$ cat config.mk
export PLATFORM = sky130hd
export DESIGN_NAME = bit_serializer
export DESIGN_NICKNAME = d
export VERILOG_FILES = /design/src/rtl/bit_serializer.sv
export SDC_FILE = /design/constraint.sdc
export NUM_CORES = 1
export LEC_CHECK = 0
export ABC_AREA = 1
export ABC_CLOCK_PERIOD_IN_PS = 2400
export CAP_MARGIN = 20
export CORE_UTILIZATION = 40
export DETAILED_ROUTE_END_ITERATION = 12
export PLACE_DENSITY = 0.68
export SLEW_MARGIN = 10
export SYNTH_ARGS = -nofsm -noshare
export SYNTH_HDL_FRONTEND = slang
export SYNTH_SLANG_ARGS = --single-unit
$ cat constraint.sdc
create_clock -name clk -period 2.4 [get_ports clk]
set_clock_uncertainty 0.1 [all_clocks]
set_input_delay 0.48 -clock clk [delete_from_list [all_inputs] [get_ports clk]]
set_output_delay 0.48 -clock clk [all_outputs]
set_load 0.01 [all_outputs]
$ cat src/rtl/bit_serializer.sv
// Parallel-to-serial front end: WIDTH-bit words in over valid/ready, shifted out MSB first.
// Optional even-parity bit per word when SER_PARITY_EN is defined.
module bit_serializer #(
    parameter int   WIDTH      = 8,
    parameter logic IDLE_LEVEL = 1'b0
) (
    input  logic             clk,
    input  logic             rst_n,
    input  logic [WIDTH-1:0] i_in_data,
    input  logic             i_in_valid,
    output logic             o_in_ready,
    output logic             o_bit_out,
    output logic             o_bit_valid,
    output logic             o_word_done,
    output logic             o_busy
);

    localparam int             CW   = (WIDTH > 1) ? $clog2(WIDTH) : 1;
    localparam logic [CW-1:0]  LAST = CW'(WIDTH - 1);

    typedef enum logic [1:0] {
        S_IDLE  = 2'd0,
`ifdef SER_PARITY_EN
        S_SHIFT = 2'd1,
        S_PARITY = 2'd2
`else
        S_SHIFT = 2'd1
`endif
    } state_t;

    state_t           r_state, w_state_n;
    logic [WIDTH-1:0] r_shreg, w_shreg_n;
    logic [CW-1:0]    r_cnt, w_cnt_n;
    logic [WIDTH-1:0] r_hold, w_hold_n;
    logic             r_hold_full, w_hold_full_n;
    logic             r_bit_out, r_bit_valid, r_word_done;
    logic             w_bit_n, w_valid_n, w_done_n;
    logic             w_accept, w_direct, w_load, w_frame_end;
    logic [WIDTH-1:0] w_load_data;
`ifdef SER_PARITY_EN
    logic             r_par, w_par_n;
`endif

    always_comb begin
        w_accept      = i_in_valid && !r_hold_full;
        w_state_n     = r_state;
        w_shreg_n     = r_shreg;
        w_cnt_n       = r_cnt;
        w_hold_n      = r_hold;
        w_hold_full_n = r_hold_full;
        w_load        = 1'b0;
        w_load_data   = i_in_data;
        w_direct      = 1'b0;
        w_frame_end   = 1'b0;

        case (r_state)
            S_IDLE: begin
                if (w_accept) begin
                    w_load    = 1'b1;
                    w_direct  = 1'b1;
                    w_state_n = S_SHIFT;
                end
            end
            S_SHIFT: begin
                w_shreg_n = r_shreg << 1;
                w_cnt_n   = r_cnt + 1'b1;
                if (r_cnt == LAST) begin
`ifdef SER_PARITY_EN
                    w_state_n = S_PARITY;
`else
                    w_frame_end = 1'b1;
`endif
                end
            end
`ifdef SER_PARITY_EN
            S_PARITY: w_frame_end = 1'b1;
`endif
            default: w_state_n = S_IDLE;
        endcase

        // Frame boundary: a held word always drains before any new arrival.
        if (w_frame_end) begin
            if (r_hold_full) begin
                w_load        = 1'b1;
                w_load_data   = r_hold;
                w_hold_full_n = 1'b0;
                w_state_n     = S_SHIFT;
            end else if (w_accept) begin
                w_load    = 1'b1;
                w_direct  = 1'b1;
                w_state_n = S_SHIFT;
            end else begin
                w_state_n = S_IDLE;
            end
        end

        if (w_accept && !w_direct) begin
            w_hold_n      = i_in_data;
            w_hold_full_n = 1'b1;
        end

        if (w_load) begin
            w_shreg_n = w_load_data;
            w_cnt_n   = '0;
        end

`ifdef SER_PARITY_EN
        w_par_n = r_par;
        if (w_load) w_par_n = ^w_load_data;
`endif

        // Outputs are registered from next-state values so they appear with the state.
        w_bit_n   = IDLE_LEVEL;
        w_valid_n = 1'b0;
        w_done_n  = 1'b0;
        case (w_state_n)
            S_SHIFT: begin
                w_bit_n   = w_shreg_n[WIDTH-1];
                w_valid_n = 1'b1;
`ifndef SER_PARITY_EN
                w_done_n  = (w_cnt_n == LAST);
`endif
            end
`ifdef SER_PARITY_EN
            S_PARITY: begin
                w_bit_n   = w_par_n;
                w_valid_n = 1'b1;
                w_done_n  = 1'b1;
            end
`endif
            default: ;
        endcase
    end

    always_ff @(posedge clk or negedge rst_n) begin
        if (!rst_n) begin
            r_state     <= S_IDLE;
            r_shreg     <= '0;
            r_cnt       <= '0;
            r_hold      <= '0;
            r_hold_full <= 1'b0;
            r_bit_out   <= IDLE_LEVEL;
            r_bit_valid <= 1'b0;
            r_word_done <= 1'b0;
`ifdef SER_PARITY_EN
            r_par       <= 1'b0;
`endif
        end else begin
            r_state     <= w_state_n;
            r_shreg     <= w_shreg_n;
            r_cnt       <= w_cnt_n;
            r_hold      <= w_hold_n;
            r_hold_full <= w_hold_full_n;
            r_bit_out   <= w_bit_n;
            r_bit_valid <= w_valid_n;
            r_word_done <= w_done_n;
`ifdef SER_PARITY_EN
            r_par       <= w_par_n;
`endif
        end
    end

    assign o_in_ready  = !r_hold_full;
    assign o_bit_out   = r_bit_out;
    assign o_bit_valid = r_bit_valid;
    assign o_word_done = r_word_done;
    assign o_busy      = (r_state != S_IDLE) || r_hold_full;

endmodule

# ---- Word-level counts from Yosys, hierarchy flattened
# Index checks and enable logic that the tools add are counted.
dict set report word_totals {
  inputBits 11
  ram_bits 0
  latchBits 0
  register_bits 25
  word_cells 48
  mem_count 0
  rom_bits 0
}
dict set report op_classes {
  mux 25
  n_div 0
  order_cmp 0
  n_addsub 1
  mul 0
  reduce_logical 9
  n_shift 0
  n_eq_ne 4
  bitwise_logic 0
}
# cell n
set op_table {}
lappend op_table {{2-to-1 mux 8 bit} 4}
lappend op_table {{2-to-1 mux 1 bit} 16}
lappend op_table {{equality test 3 bit (second input constant)} 2}
lappend op_table {{2-to-1 mux 3 bit} 2}
lappend op_table {{nonzero test 2 bit} 3}
lappend op_table {{equality test 2 x 1 -> 1 bit (second input constant)} 2}
lappend op_table {{2-to-1 mux 2 bit} 2}
lappend op_table {{case mux 2 bit (2 select lines)} 1}
lappend op_table {{adder 3 x 1 -> 3 bit (second input constant)} 1}
lappend op_table {{logical AND 1 bit} 2}
lappend op_table {{zero test 1 bit} 2}
lappend op_table {{zero test 2 bit} 1}
lappend op_table {{logical OR 1 bit} 1}

# ---- Depth between registers and ports, before layout
# Gate-level depths: netlist of run 1.
dict set report logic_depth {
  word_depth 10
  mapped_depth 9
}

# ---- Worst setup path after synthesis of run 1
# Ideal clock, no wire load.
dict set report synth_timing {
  path_kind {register -> register}
  startpoint {register r_cnt[0]}
  endpoint {register r_shreg[4]}
  period_less_slack_ps 1615
  n_path_buf 1
  slack_ps 785
  path_stages_with_launch 10
  required_ps 2176
  arrival_ps 1390
  setup_ps 124
  path_cell_list {dfrtp_1 ha_1 ha_1 nand3_4 inv_2 buf_2 nand2_1 o21ai_0 nand2_1 nand3_1}
}
dict set report synth_between {
  elab_chain_cells 5
  elab_cells_between_ends 7
}
# item line
set synth_lines {}
lappend synth_lines {{from (decl)} 33} ;# logic [CW-1:0] r_cnt, w_cnt_n;
lappend synth_lines {{from (signal assigned)} 151} ;# r_cnt <= w_cnt_n;
lappend synth_lines {{equality test 3 bit (*)} 67} ;# if (r_cnt == LAST) begin
lappend synth_lines {{2-to-1 mux 1 bit (*)} 67}
lappend synth_lines {{2-to-1 mux 1 bit (*)} 56} ;# case (r_state)
lappend synth_lines {{2-to-1 mux 8 bit / 2-to-1 mux 1 bit (equally long branches)} 82} ;# if (w_frame_end) begin
lappend synth_lines {{2-to-1 mux 8 bit / nonzero test 2 bit (equally long branches)} -}
lappend synth_lines {{to (signal assigned)} 150} ;# r_shreg <= w_shreg_n;
lappend synth_lines {{to (decl)} 32} ;# logic [WIDTH-1:0] r_shreg, w_shreg_n;
# Every way passes the cells marked *; elsewhere a longest branch is shown, timed or not.
# A chain may end at the register's enable or synchronous reset.

# ---- Final worst setup path of run 1
dict set report layout_timing {
  startpoint {register r_hold_full}
  endpoint {output o_busy}
}
dict set report layout_between {
  elab_chain_cells 1
}
# item line
set layout_lines {}
lappend layout_lines {{from (decl)} 35} ;# logic r_hold_full, w_hold_full_n;
lappend layout_lines {{from (signal assigned)} 153} ;# r_hold_full <= w_hold_full_n;
lappend layout_lines {{logical OR 1 bit} 167} ;# assign o_busy = (r_state != S_IDLE) || r_hold_full;
lappend layout_lines {{to (decl)} 15} ;# output logic o_busy
# Every way passes these cells.

==> results.py, run 1 <==
metrics = {
    "run_status": {
        "status": "complete, no violations",
    },
    "logic_synthesis": {
        "synth-compound-area-share": 0.107,
        "netlist.area_leader.share": 0.469,
        "synth_edf_count": 0,
        "synth_xor_area_frac": 0.00656,
        "synth-async-reset-ratio": 1.00,
        "syn_nets": 176,
        "ys_warn_count": 0,
        "synth.area.top_cells": "dfrtp_1 (47%), nand2_1 (13%), nand3_1 (7.5%), o21ai_0 (5.6%), inv_1 (4.8%)",
        "netlist_area_sq_um": 1340,
        "synth_mux_area_frac": 0,
        "synth_fa_ha_area_frac": 0.0187,
        "synth_area_leader_cell": "dfrtp_1",
        "yosys.area_share.simple": 0.303,
        "ys.flop_type": "dfrtp_1",
        "syn_inst": 163,
        "ys_types": 24,
        "ys_seq_area_frac": 0.469,
        "synth_top_family_by_area": "simple AND/OR/NAND/NOR gates",
        "avgSynthCellArea_sq_um": 8.19,
        "synth_seq_cells": 25,
    },
    "layout": {
        "drive_gt1_frac": 0.119,
        "areaGrowthSynthToFinish_pct": 15.4,
        "fin_cells": 221,
        "final_common_cell": "nand2_1",
        "antenna_cells": 0,
        "final_cell_mix": "nand2_1 (45), dfrtp_1 (24), nand3_1 (20)",
        "final_nets": 191,
        "fin_area_sq_um": 1540,
        "nFillCells": 314,
    },
    "sta": {
        "fmax_mhz": 456,
        "hold_ws_ns": 0.403,
        "post-route-period-util": 0.914,
        "timing.setup.tns_ns": 0,
        "rsz0062_at_grt": "no",
        "setup_viol": 0,
        "min_period_ns": 2.19,
        "finalMaxSlewViolations": 0,
        "finalHoldViolations": 0,
    },
    "global_route": {
        "grt_pass1_vias": 999,
        "track_usage": 0.164,
        "grt_overflow": 0,
        "grt_max_degree": 26,
        "antenna_found_initial": 0,
        "grt_pass1_wl_um": 4460,
    },
    "clocking": {
        "insertion_delay_ns": 0.32,
        "root_buffer": "clkbuf_4",
        "cts_tree": "done",
        "htree_levels": 1,
        "cts_setup_buffers": 0,
        "cts.clk_slew.worst_paths_ns": 0.14,
        "clkSinkCount": 25,
        "cts_buffers": 3,
        "ctsResizeCount": 0,
        "ctsHoldBuffers": 0,
        "clk_path_buf_depth": 2,
    },
    "die": {
        "pin_count": 16,
        "chipHeight_um": 59.8,
        "initial_utilization": 0.430,
        "die-area_sq_um": 3570,
        "die_w_um": 59.8,
        "core_sq_um": 3100,
        "num_rows": 20,
    },
    "detailed_routing": {
        "vias": 1040,
        "final_antenna_net_count": 0,
        "drt_iter0_markers": 25,
        "drc": 0,
        "wl_per_cell_um": 11.0,
        "dr.pass1.iters": 4,
        "drt_wl_total_um": 2420,
        "vias_per_cell": 4.71,
    },
    "setup_path": {
        "rr_worst_depth": 6,
        "cp-start-kind": "flop",
        "worstPathMaxFanout": 17,
        "arrival_ns": 1.61,
        "end_kind": "primary output",
        "required_ns": 1.82,
        "worstSetupPathType": "flop to primary output",
    },
    "placed_design": {
        "dp_cells": 217,
        "place.gp.congestion": 0.788,
        "dp_hpwl_um": 1780,
        "portBuffers": 15,
        "placed_area_sq_um": 1510,
    },
    "min_path": {
        "hp-class": "input port to async pin",
    },
    "flow_run": {
        "maxCapViolCount": 0,
    },
    "pwr": {
        "leakage_nw": 0.713,
        "finalPower_mw": 0.671,
        "ir_drop_uv": 280,
        "power_density_nw_per_um2": 435,
    },
}
cell families (layout without fill, tap and decap cells):
| group | Yosys count | in the layout |
|---|---|---|
| AND/OR/NAND/NOR | 80 | 80 |
| AO/OA/AOI/OAI | 27 | 27 |
| buffers and inverters | 27 | 41 |
| flip-flops | 25 | 25 |
| adder cells (fa/ha/maj) | 2 | 2 |
| other | 1 | 1 |
| XOR/XNOR | 1 | 1 |
power by group:
| part | internal (mW) | switching [mW] |
|---|---|---|
| Sequential | 0.427 | 0.00396 |
| Clock | 0.0637 | 0.131 |
| Combinational | 0.0222 | 0.0226 |
| Total | 0.513 | 0.157 |
through the flow:
stage / setup slack, ns / utilization
finish: 0.207 / 0.496
global route: 0.104 / 0.496
global placement: 0.385 / 0.486
floorplan: 0.785 / -
CTS: 0.0435 / 0.496
detailed placement: 0.368 / 0.486
routing by layer:
metal / vias to the layer above / wire length, um / GRT usage
li1: 547 / - / -
met1: 473 / 1180 / 0.213
met2: 18 / 1160 / 0.271
met3: 2 / 85 / 0.0455
met4: 0 / 8 / 0.0365
met5: - / 0 / 0
synth_stat cells (2+ instances only):
cell,count
nor2_1,5
nand3_4,2
dfrtp_1,25
ha_1,2
nand2_2,2
o21ai_1,10
nand3_1,20
o21ai_0,15
nor2_4,2
inv_1,17
buf_2,4
nand2_1,45
inv_2,3
layout make-up:
class / instances / area (sq um) / share of cell area
Timing Repair Buffer: 16 / 158 / 0.102
Sequential cell: 25 / 627 / 0.407
Clock buffer: 3 / 22.5 / 0.0146
Tap cell: 44 / 55.1 / 0.0357
Multi-Input combinational cell: 111 / 584 / 0.379
Clock inverter: 1 / 7.51 / 0.00487
Inverter: 21 / 86.3 / 0.0561
registers in the layout, indices dropped and copies added (netlist names):
signal	cells
o_bit_out	1
o_bit_valid	1
o_word_done	1
r_cnt	3
r_hold	8
r_hold_full	1
r_shreg	8
r_state	2
worst max-delay path, cell delays in order (launching register included):
cell,delay (ns)
dfrtp_2,0.54
inv_1,0.14
nand2_1,0.09
clkdlybuf4s50_1,0.53
worst paths after layout:
kind                        startpoint  slack (ns)          end
setup / recovery           r_hold_full        0.21       o_busy
hold / removal                   rst_n        0.40  o_bit_valid
setup reg to reg              r_cnt[0]        0.61    r_hold[6]
hold reg to reg              r_hold[2]        0.41    r_hold[2]
max in group asynchronous        rst_n        1.53  r_hold_full
min in group clk             r_hold[2]        0.41    r_hold[2]
Note: power is estimated with default switching activity, not from simulation.
==> run 2, diff against run 1 <==
--- a/config.mk
+++ b/config.mk
@@ -7,7 +7,6 @@
 export LEC_CHECK = 0
 export ABC_AREA = 1
 export ABC_CLOCK_PERIOD_IN_PS = 2400
-export CAP_MARGIN = 20
 export CORE_UTILIZATION = 40
 export DETAILED_ROUTE_END_ITERATION = 12
 export PLACE_DENSITY = 0.68
==> results of run 2 <==
Final layout, timing and power as in run 1 (identical DEF).
==> run 3, diff against run 2 <==
--- a/config.mk
+++ b/config.mk
@@ -6,10 +6,10 @@
 export NUM_CORES = 1
 export LEC_CHECK = 0
 export ABC_AREA = 1
-export ABC_CLOCK_PERIOD_IN_PS = 2400
-export CORE_UTILIZATION = 40
+export ABC_CLOCK_PERIOD_IN_PS = 2850
+export CORE_UTILIZATION = 36
 export DETAILED_ROUTE_END_ITERATION = 12
-export PLACE_DENSITY = 0.68
+export PLACE_DENSITY = 0.64
 export SLEW_MARGIN = 10
 export SYNTH_ARGS = -nofsm -noshare
 export SYNTH_HDL_FRONTEND = slang
==> constraint.sdc (replaced) <==
create_clock -name clk -period 2.85 [get_ports clk]
set_clock_uncertainty 0.1 [all_clocks]
set_input_delay 0.57 -clock clk [delete_from_list [all_inputs] [get_ports clk]]
set_output_delay 0.57 -clock clk [all_outputs]
set_load 0.01 [all_outputs]
==> run 3 against run 2 <==
Compared with the run above: combinational power is 17% lower; power down 9.0%; first-iteration DRC count rose by 8.0%; die area increased by 11%; core utilization is 4.4 points lower; flip-flop and latch count unchanged; wire length is 2.4% higher; worst hold slack worse by 0.0010 ns; largest cell class unchanged.
==> results.py, run 3 (synthesized netlist as in run 1, its figures left out) <==
metrics = {
    "pwr": {
        "leakage_nw": 0.725,
        "power_density_nw_per_um2": 392,
        "ir_drop_uv": 140,
    },
    "placed_design": {
        "portBuffers": 15,
        "dp_cells": 219,
        "place_ws_ns": 0.719,
        "place.gp.congestion": 0.769,
        "placed_area_sq_um": 1510,
        "dp_hpwl_um": 1760,
    },
    "layout": {
        "final_common_cell": "nand2_1",
        "fin_cells": 223,
        "areaGrowthSynthToFinish_pct": 16.7,
        "drive_gt1_frac": 0.113,
        "final_nets": 191,
        "antenna_cells": 0,
        "top_regs": "r_hold (8), r_shreg (8), r_cnt (3)",
        "fin_area_sq_um": 1560,
        "final_cell_mix": "nand2_1 (45), dfrtp_1 (25), nand3_1 (20)",
    },
    "setup_path": {
        "end_kind": "primary output",
        "cp-start-kind": "flop",
        "arrival_ns": 1.75,
        "rrSetupSlack_ns": 1.07,
        "r2r_end": "r_hold[5]",
        "timing.rr.start": "r_cnt[0]",
        "required_ns": 2.18,
        "worstPathMaxFanout": 17,
        "worstSetupPathType": "flop to primary output",
        "rr_worst_depth": 6,
    },
    "clocking": {
        "cts_buffers": 3,
        "cts_setup_buffers": 0,
        "ctsResizeCount": 0,
        "insertion_delay_ns": 0.27,
        "ctsHoldBuffers": 0,
        "htree_levels": 1,
        "cts.clk_slew.worst_paths_ns": 0.08,
        "clkSinkCount": 25,
        "clk_path_buf_depth": 2,
        "root_buffer": "clkbuf_8",
        "cts_tree": "done",
    },
    "sta": {
        "min_period_ns": 2.42,
        "finalHoldViolations": 0,
        "fin_ws_ns": 0.434,
        "hold_ws_ns": 0.402,
        "setup_viol": 0,
        "tightest_slew_ns": 0.511,
        "finalMaxSlewViolations": 0,
        "relSlewSlack": 0.660,
        "rsz0062_at_grt": "no",
        "post-route-period-util": 0.848,
        "fmax_mhz": 414,
        "timing.setup.tns_ns": 0,
    },
    "global_route": {
        "grt_overflow": 0,
        "antenna_found_initial": 0,
        "grt_max_degree": 26,
        "track_usage": 0.140,
        "grt_pass1_wl_um": 4340,
        "grt_pass1_vias": 966,
    },
    "min_path": {
        "whs_endpoint": "r_hold[0]",
        "min_path_cells": 2,
        "hp-class": "flop to flop",
        "worstHoldStart": "r_hold[0]",
    },
    "detailed_routing": {
        "dr.pass1.iters": 4,
        "vias_per_cell": 4.74,
        "wl_per_cell_um": 11.1,
        "final_antenna_net_count": 0,
        "drt_iter0_markers": 27,
        "drc": 0,
        "vias": 1057,
        "drt_wl_total_um": 2480,
    },
    "flow_run": {
        "maxCapViolCount": 0,
    },
    "die": {
        "core_sq_um": 3440,
        "die_w_um": 62.9,
        "die-area_sq_um": 3960,
        "chipHeight_um": 62.9,
        "initial_utilization": 0.388,
        "num_rows": 21,
        "pin_count": 16,
    },
    "run_status": {
        "status": "complete, no violations",
    },
}
==> run 3: cell types whose count changed in the layout (fill, tap and decap cells not counted) <==
cell,previous run,this run
clkbuf_4,3,0
clkbuf_8,0,3
clkinv_2,0,1
clkinvlp_4,1,0
dfrtp_1,24,25
dfrtp_2,1,0
==> run 3: final cells by class <==
class | instances | area, sq um
fillers | 366 | 1880
flip-flops and latches | 25 | 626
multi-input cells | 111 | 584
repair buffers | 16 | 158
inverters | 21 | 86.3
well taps | 46 | 57.6
clock buffers | 3 | 41.3
clock inverters | 1 | 5.00
==> run 3: worst max-delay path by stage <==
stage / start / slack (ns) / cells after the start / to
2_1_floorplan: r_cnt[0] / 1.24 / 9 / r_shreg[4]
3_3_place_gp: r_hold_full / 0.74 / 3 / o_busy
3_5_place_dp: r_hold_full / 0.72 / 3 / o_busy
4_1_cts: r_hold_full / 0.42 / 3 / o_busy
5_1_grt: r_hold_full / 0.30 / 3 / o_busy
6_report: r_hold_full / 0.43 / 3 / o_busy
==> run 3: layer usage <==
| layer | vias to the layer above | track usage | routed length, um |
|---|---|---|---|
| met4 | 0 | 0.0523 | 34 |
| met3 | 5 | 0.0219 | 82 |
| li1 | 546 | - | - |
| met5 | - | 0 | 0 |
| met1 | 486 | 0.193 | 1250 |
| met2 | 20 | 0.218 | 1120 |
==> run 3: report_power, final <==
part	switching [mW]	total [mW]	internal, mW
logic	0.0184	0.0371	0.0187
registers	0.00332	0.363	0.359
clock network	0.112	0.210	0.0978
total	0.134	0.610	0.476
==> run 3: per-stage QoR <==
stage	util	power (mW)
floorplan	-	0.383
global placement	0.439	0.407
detailed placement	0.439	0.408
CTS	0.453	0.621
global route	0.453	0.641
finish	0.453	0.610
==> run 3: worst max-delay path, stage by stage, from the launching register on <==
cell             delay, ns
dfrtp_1               0.67
inv_1                 0.18
nand2_1               0.10
clkdlybuf4s50_1       0.53
